File: config.mk
export PLATFORM = sky130hd
export DESIGN_NAME = i2c_target_rx
export DESIGN_NICKNAME = d
export VERILOG_FILES = /design/src/rtl/i2c_target_rx.sv
export SDC_FILE = /design/constraint.sdc
export NUM_CORES = 1
export LEC_CHECK = 0
export CELL_PAD_IN_SITES_DETAIL_PLACEMENT = 1
export CELL_PAD_IN_SITES_GLOBAL_PLACEMENT = 1
export CORE_ASPECT_RATIO = 1.1
export CORE_MARGIN = 5
export CORE_UTILIZATION = 49
export DETAILED_ROUTE_END_ITERATION = 8
export DONT_BUFFER_PORTS = 1
export PLACE_DENSITY = 0.73
export SLEW_MARGIN = 40
export SYNTH_ARGS = -nofsm -noshare
export SYNTH_HDL_FRONTEND = slang
export SYNTH_SLANG_ARGS = --single-unit
File: constraint.sdc
create_clock -name clk -period 2.2 [get_ports clk]
set_input_delay 0.44 -clock clk [delete_from_list [all_inputs] [get_ports clk]]
set_output_delay 0.44 -clock clk [all_outputs]
set_load 0.01 [all_outputs]
File: src/rtl/i2c_target_rx.sv
// i2c_target_rx: write-only I2C target with oversampled pins,
// 7-bit address match, ACK generation and byte hand-off.
module i2c_target_rx #(
   parameter logic [6:0] ADDR = 7'h50
) (
   input  logic       clk,
   input  logic       rst_n,
   input  logic       scl,
   input  logic       sda,
   input  logic       rx_ready,
   output logic       sda_oe,
   output logic [7:0] data,
   output logic       data_valid,
   output logic       start_det,
   output logic       stop_det,
   output logic       overrun,
   output logic       busy
);

   typedef enum logic [2:0] {
      S_IDLE,
      S_ADDR,
      S_ADDR_ACK,
      S_DATA,
      S_DATA_ACK,
      S_IGNORE
   } state_t;

   state_t     state;
   logic [2:0] scl_q;
   logic [2:0] sda_q;
   logic [7:0] sr;
   logic [3:0] cnt;

   logic       scl_hi;
   logic       start_c;
   logic       stop_c;
   logic       rise;
   logic       fall;
   logic       in_ack;
   logic       addr_ok;
   logic [7:0] byte_c;

   // bit 1 is the synchronized level, bit 2 the previous one
   assign scl_hi  = scl_q[1] & scl_q[2];
   assign start_c = scl_hi & sda_q[2] & ~sda_q[1];
   assign stop_c  = scl_hi & ~sda_q[2] & sda_q[1];
   assign rise    = scl_q[1] & ~scl_q[2];
   assign fall    = ~scl_q[1] & scl_q[2];
   assign byte_c  = {sr[6:0], sda_q[1]};
   assign addr_ok = (sr[7:1] == ADDR) && !sr[0];
   assign in_ack  = (state == S_ADDR_ACK) ||
                    (state == S_DATA_ACK);

   always_ff @(posedge clk or negedge rst_n) begin
      if (!rst_n) begin
         state      <= S_IDLE;
         scl_q      <= 3'b111;
         sda_q      <= 3'b111;
         sr         <= 8'h00;
         cnt        <= 4'd0;
         sda_oe     <= 1'b0;
         data       <= 8'h00;
         data_valid <= 1'b0;
         start_det  <= 1'b0;
         stop_det   <= 1'b0;
         overrun    <= 1'b0;
         busy       <= 1'b0;
      end else begin
         scl_q      <= {scl_q[1:0], scl};
         sda_q      <= {sda_q[1:0], sda};
         data_valid <= 1'b0;
         start_det  <= 1'b0;
         stop_det   <= 1'b0;
         overrun    <= 1'b0;
         // one extra stage after the state gives the SDA hold time
         sda_oe     <= in_ack && !start_c && !stop_c;
         if (stop_c) begin
            state    <= S_IDLE;
            stop_det <= 1'b1;
            busy     <= 1'b0;
         end else if (start_c) begin
            state     <= S_ADDR;
            start_det <= 1'b1;
            busy      <= 1'b1;
            cnt       <= 4'd0;
            sr        <= 8'h00;
         end else begin
            unique case (state)
               S_ADDR, S_DATA: begin
                  if (rise && cnt != 4'd8) begin
                     sr  <= byte_c;
                     cnt <= cnt + 4'd1;
                     if (state == S_DATA && cnt == 4'd7) begin
                        if (rx_ready) begin
                           data       <= byte_c;
                           data_valid <= 1'b1;
                        end else begin
                           overrun <= 1'b1;
                           state   <= S_IGNORE;
                        end
                     end
                  end else if (fall && cnt == 4'd8) begin
                     if (state == S_DATA)
                        state <= S_DATA_ACK;
                     else if (addr_ok)
                        state <= S_ADDR_ACK;
                     else
                        state <= S_IGNORE;
                  end
               end
               S_ADDR_ACK, S_DATA_ACK: begin
                  if (fall) begin
                     state <= S_DATA;
                     cnt   <= 4'd0;
                  end
               end
               S_IDLE, S_IGNORE: ;
               default: state <= S_IDLE;
            endcase
         end
      end
   end

endmodule

# After elaboration in Yosys (flattened, before gate mapping)
# Index checks and enable logic that the tools add are counted.
[word_totals]
ff_bits = 35
input_bits = 5
out_inout_bits = 14
word_cells = 98
[classes]
addsub = 1
n_eq_ne = 16
muxes = 34
bitwise_logic = 13
reduce_logical = 22
[ops]
columns = ["operator", "count"]
rows = [
  ["2-to-1 mux 3 bit", 9],
  ["2-to-1 mux 8 bit", 3],
  ["2-to-1 mux 1 bit", 17],
  ["inequality test 5 bit, second input constant", 3],
  ["2-to-1 mux 4 bit", 3],
  ["inequality test 3 bit, second input constant", 3],
  ["one-hot mux 3 bit (3 select lines)", 1],
  ["inequality test 4 bit, second input constant", 2],
  ["one-hot mux 4 bit (2 select lines)", 1],
  ["bitwise AND 1 bit", 7],
  ["== test 7 bit, second input constant", 1],
  ["== test 3 x 2 -> 1 bit, second input constant", 2],
  ["== test 3 bit, second input constant", 2],
  ["logical AND 1 bit", 6],
  ["NOT 1 bit", 6],
  ["AND reduction 6 bit", 1],
  ["nonzero test 2 bit", 3],
  ["OR reduction 2 bit", 3],
  ["AND reduction 5 bit", 1],
  ["adder 4 x 1 -> 4 bit, second input constant", 1],
  ["== test 4 x 3 -> 1 bit, second input constant", 1],
  ["== test 4 bit, second input constant", 1],
  ["AND reduction 4 bit", 1],
  ["== test 3 x 1 -> 1 bit, second input constant", 1],
  ["5 further kinds", 7],
]

# Depth between registers and ports, before layout
[logic_depth]
word_depth = 9
mapped_depth = 7
ltp_nobuf = 7

# Worst setup path after synthesis
# No wires, ideal clock.
[synth_timing]
path_type = "register to register"
startpoint = "register cnt[0]"
endpoint = "register state[0]"
setup_ns = 0.125
arrival_time_ns = 1.801
t_required_ns = 2.075
setup_slack_ns = 0.274
path_stages_with_launch = 8
path_buffers = 0
period_less_slack_ns = 1.926
path_cell_list = "dfrtp_1 -> inv_1 -> ha_1 -> and3b_4 -> nor4b_4 -> a32o_1 -> a32o_2 -> mux2_4"
[synth_between]
elab_chain_len = 6
elab_cells_between_ends = 14
cone_classes = "6 x eq/ne; 4 x mux; 4 x reduce/logical"
[synth_lines]
columns = ["item", "line_no", "text"]
rows = [
  ["start: declaration", "33", "logic [3:0] cnt;"],
  ["start signal: assignment", "93", "cnt <= cnt + 4'd1;"],
  ["inequality test 4 bit", "91", "if (rise && cnt != 4'd8) begin"],
  ["logical AND 1 bit", "91", ""],
  ["2-to-1 mux 3 bit", "91", ""],
  ["one-hot mux 3 bit (3 select lines)", "89", "unique case (state)"],
  ["2-to-1 mux 3 bit", "82", "end else if (start_c) begin"],
  ["2-to-1 mux 3 bit", "78", "if (stop_c) begin"],
  ["end signal: assignment", "79", "state <= S_IDLE;"],
  ["end signal: assignment", "83", "state <= S_ADDR;"],
  ["end signal: assignment", "100", "state <= S_IGNORE;"],
  ["end: declaration", "29", "state_t state;"],
]
# Several ways; a longest one is shown, not always the timed one.
# A chain may end at the register's enable or synchronous reset.

# Worst setup path after layout
[layout_timing]
startpoint = "register cnt[0]"
endpoint = "register data[6]"
[layout_between]
elab_chain_len = 3
elab_cells_between_ends = 5
cone_classes = "2 x eq/ne; 3 x reduce/logical"
[layout_lines]
columns = ["item", "line_no", "text"]
rows = [
  ["inequality test 4 bit / == test 4 x 3 -> 1 bit (equally long branches)", "91, 94", ""],
  ["logical AND 1 bit, on equally long branches", "91, 94", ""],
  ["AND reduction 6 bit (no source line) (*)", "--", ""],
  ["end signal: assignment", "96", "data <= byte_c;"],
  ["end: declaration", "12", "output logic [7:0] data,"],
]
# Mark *: on every way between the ends. The rest lies on a longest branch, timed or not.

==> summary.txt <==
Detailed routing
  – DR DRC count: 0
  – Drt pass-1 iters: 4
  – ANT nets after route: 0
  – Vias per cell: 5.76
  – Total Routed Length: 3080 um
  – Initial DRC count: 37
  – Mean routed wirelength per cell: 18.3 um
  – DR vias: 968

Global routing
  – Total GRT Usage: 0.154
  – Grt ovf: 0
  – Largest net degree at the start of global routing: 36
  – Vias in the first global route: 1059
  – Antenna violations before repair: 0
  – Global-route wire length before repair: 5330 um

Flow run
  – Max_cap viols: 0

Floorplan
  – Starting Density: 0.509
  – Die Wd: 63.7 um
  – Core area: 0.00305 mm2
  – Die footprint: 0.00439 mm2
  – Die Y: 69.0 um
  – # IOs: 19
  – Row cnt: 21

Worst hold path
  – Worst Hold Path EP: scl_q[0]
  – HP Start: scl
  – Hold Crit Depth: 0
  – Worst hold path class: primary input to register

Setup path
  – Crit Path Category: register to register
  – Setup crit start: cnt[0]
  – WP buf/inv: 1
  – WP data required: 2.42 ns
  – CP max stage cell: dfrtp_1
  – Worst-path cell chain: inv_1 -> ha_1 -> and3b_4 -> nor3b_2 -> nand4_2 -> mux2_2
  – RR Endpoint: data[6]
  – Origin of the critical flop-to-flop path: cnt[0]
  – Worst Reg-to-Reg Cells: 6
  – Critical path peak fanout: 9
  – Crit path max-delay family: simple AND/OR/NAND/NOR gates
  – Reg2Reg Setup Slack: 0.20 ns
  – Arrival @ worst endpoint: 2.22 ns
  – Worst setup EP type: register
  – Critical Path Max Stage Delay: 0.41 ns
  – Worst Setup Start Kind: register

Timing
  – Tcrit/Tclk final: 0.910
  – Fin. Hold Viols: 0
  – RSZ-0062 raised after global routing: no
  – Final setup viols: 0
  – Clk_skew: 0.00830 ns
  – Least-Margin Pin Slew: 0.376 ns
  – Pins over their slew limit: 0
  – Setup TNS: 0 ns
  – Fmax: 0.500 GHz
  – Fin crit period: 2.00 ns
  – Worst relative slew slack: 0.748

Run status
  – Status: finished, final reports clean

Synthesis
  – Async set or reset register ratio after synthesis: 1.00
  – Cell accounting for the most synthesized area: dfrtp_1
  – Post-synthesis adder-cell area fraction: 0.0161
  – Largest family of logic cells by synthesized area: simple AND/OR/NAND/NOR gates
  – Simple-Gate Fraction of Synth Area: 0.161
  – Top-count cell post-synth: dfrtp_1
  – Top cells by area, synth: dfrtp_1, dfstp_2, mux2_2, mux2i_1, nor2_1
  – Yosys Warn Count: 0
  – Register bit count reported by yosys: 35
  – Sequential area share after synthesis: 0.569
  – Mux cell area share after synthesis: 0.127
  – Post-Syn Nets: 133
  – Mean post-synth cell area: 12.3 um2
  – Yosys top cell area share: 0.468
  – Commonest cells post-synth: dfrtp_1, nor2_1, mux2_2, mux2i_1
  – Synth Area in XOR/XNOR: 0.0226
  – Synth unique cells: 40
  – Syn Inst Count: 126
  – Synth Area in Compound Gates: 0.0742
  – Synth Cell Area: 0.00155 mm2
  – Post-synth EDFFs: 0
  – Synth Flop Type: dfrtp_1

Cells and area
  – FILL cells: 332
  – Register area: 883 um2
  – Layout cells sized above 1: 0.246
  – Multi-input logic area: 622 um2
  – P&R area growth vs syn: 8.55%
  – Number of nets in the layout: 140
  – Antenna cells: 0

Clock network
  – CTS tree: yes
  – CTS H-tree depth: 2
  – Clk slew on worst S/H paths: 0.11 ns
  – CTS Hold Bufs: 2
  – Clk buf depth: 2
  – Setup bufs post-CTS: 0
  – Cts repair resizes: 0
  – Worst skew pair latency: 0.32 ns
  – Clk sinks: 35
  – Root buf cell: clkbuf_4
  – CTS Buf Count: 5

Power
  – Pwr dens: 1060 mW/mm2
  – Max VDD drop: 0.629 mV
  – Power, Total: 1780 uW
  – LEAKAGE: 0.000786 uW

Place
  – Number of port buffers: 0
  – GPL Wtd Cong: 0.796
  – Detail Placement HPWL: 2210 um
[cell type report]
| cell class | instances | share of cell area |
|---|---|---|
| timing repair buffer | 4 | 0.0267 |
| tap | 34 | 0.0253 |
| inverter | 5 | 0.0111 |
| clock buffer | 7 | 0.0386 |
| clock inverter | 1 | 0.00446 |
| sequential | 35 | 0.525 |
| multi-input combinational | 82 | 0.369 |
[cell families after synthesis]
| family | Yosys count |
|---|---|
| simple gates | 42 |
| xor+xnor | 4 |
| compound gates | 16 |
| buf+inv | 9 |
| flops | 35 |
| fa+ha+maj | 2 |
| mux | 18 |
[worst max-delay path by stage]
stage | endpoint | slack, ns | depth (start not counted)
2_1_floorplan | state[0] | 0.27 | 7
3_3_place_gp | data[3] | 0.27 | 6
3_5_place_dp | data[6] | 0.18 | 6
4_1_cts | data[6] | 0.17 | 6
5_1_grt | data[6] | 0.09 | 6
6_report | data[6] | 0.20 | 6
[metrics by stage]
stage                     worst slack, ns  cells  utilization  area, um2  hold WS [ns]
final                               0.198    168        0.553       1680         0.107
after global routing               0.0855    168        0.553       1680        0.0668
after CTS                           0.172    168        0.553       1680        0.0917
after detailed placement            0.182    158        0.519       1580         0.146
after global placement              0.265    158        0.519       1580         0.145
after floorplan                     0.274    126            -       1550         0.144
[report_power, final]
part / internal [uW] / leakage [uW] / switching, uW / total [uW]
clock: 187 / 0.0000375 / 206 / 393
combinational: 248 / 0.000293 / 242 / 490
sequential: 756 / 0.000455 / 143 / 899
[per-layer routing]
metal | up-vias | GRT usage | share of wire
li1 | 454 | - | -
met1 | 491 | 0.208 | 0.46
met2 | 18 | 0.231 | 0.49
met3 | 5 | 0.0471 | 0.045
met4 | 0 | 0.0554 | 0.012
met5 | - | 0 | 0
[cell usage in the layout, fill, tap and decap left out, types with 3 or more instances in the layout]
| cell | netlist | final |
|---|---|---|
| inv_1 | 5 | 5 |
| nand3_1 | 3 | 3 |
| nand2_1 | 6 | 6 |
| nor2b_1 | 3 | 3 |
| dfrtp_1 | 29 | 29 |
| a21oi_1 | 3 | 3 |
| dfstp_2 | 6 | 6 |
| a22o_1 | 3 | 3 |
| clkbuf_4 | 0 | 5 |
| mux2_2 | 9 | 9 |
| mux2i_1 | 8 | 8 |
| nor2_1 | 15 | 15 |
[registers in the layout, indices dropped and copies added, names as in the netlist]
register,cells
sda_oe,1
busy,1
stop_det,1
cnt,4
sr,8
scl_q,3
sda_q,3
overrun,1
data,8
data_valid,1
state,3
start_det,1
(Power assumes the default switching activity.)
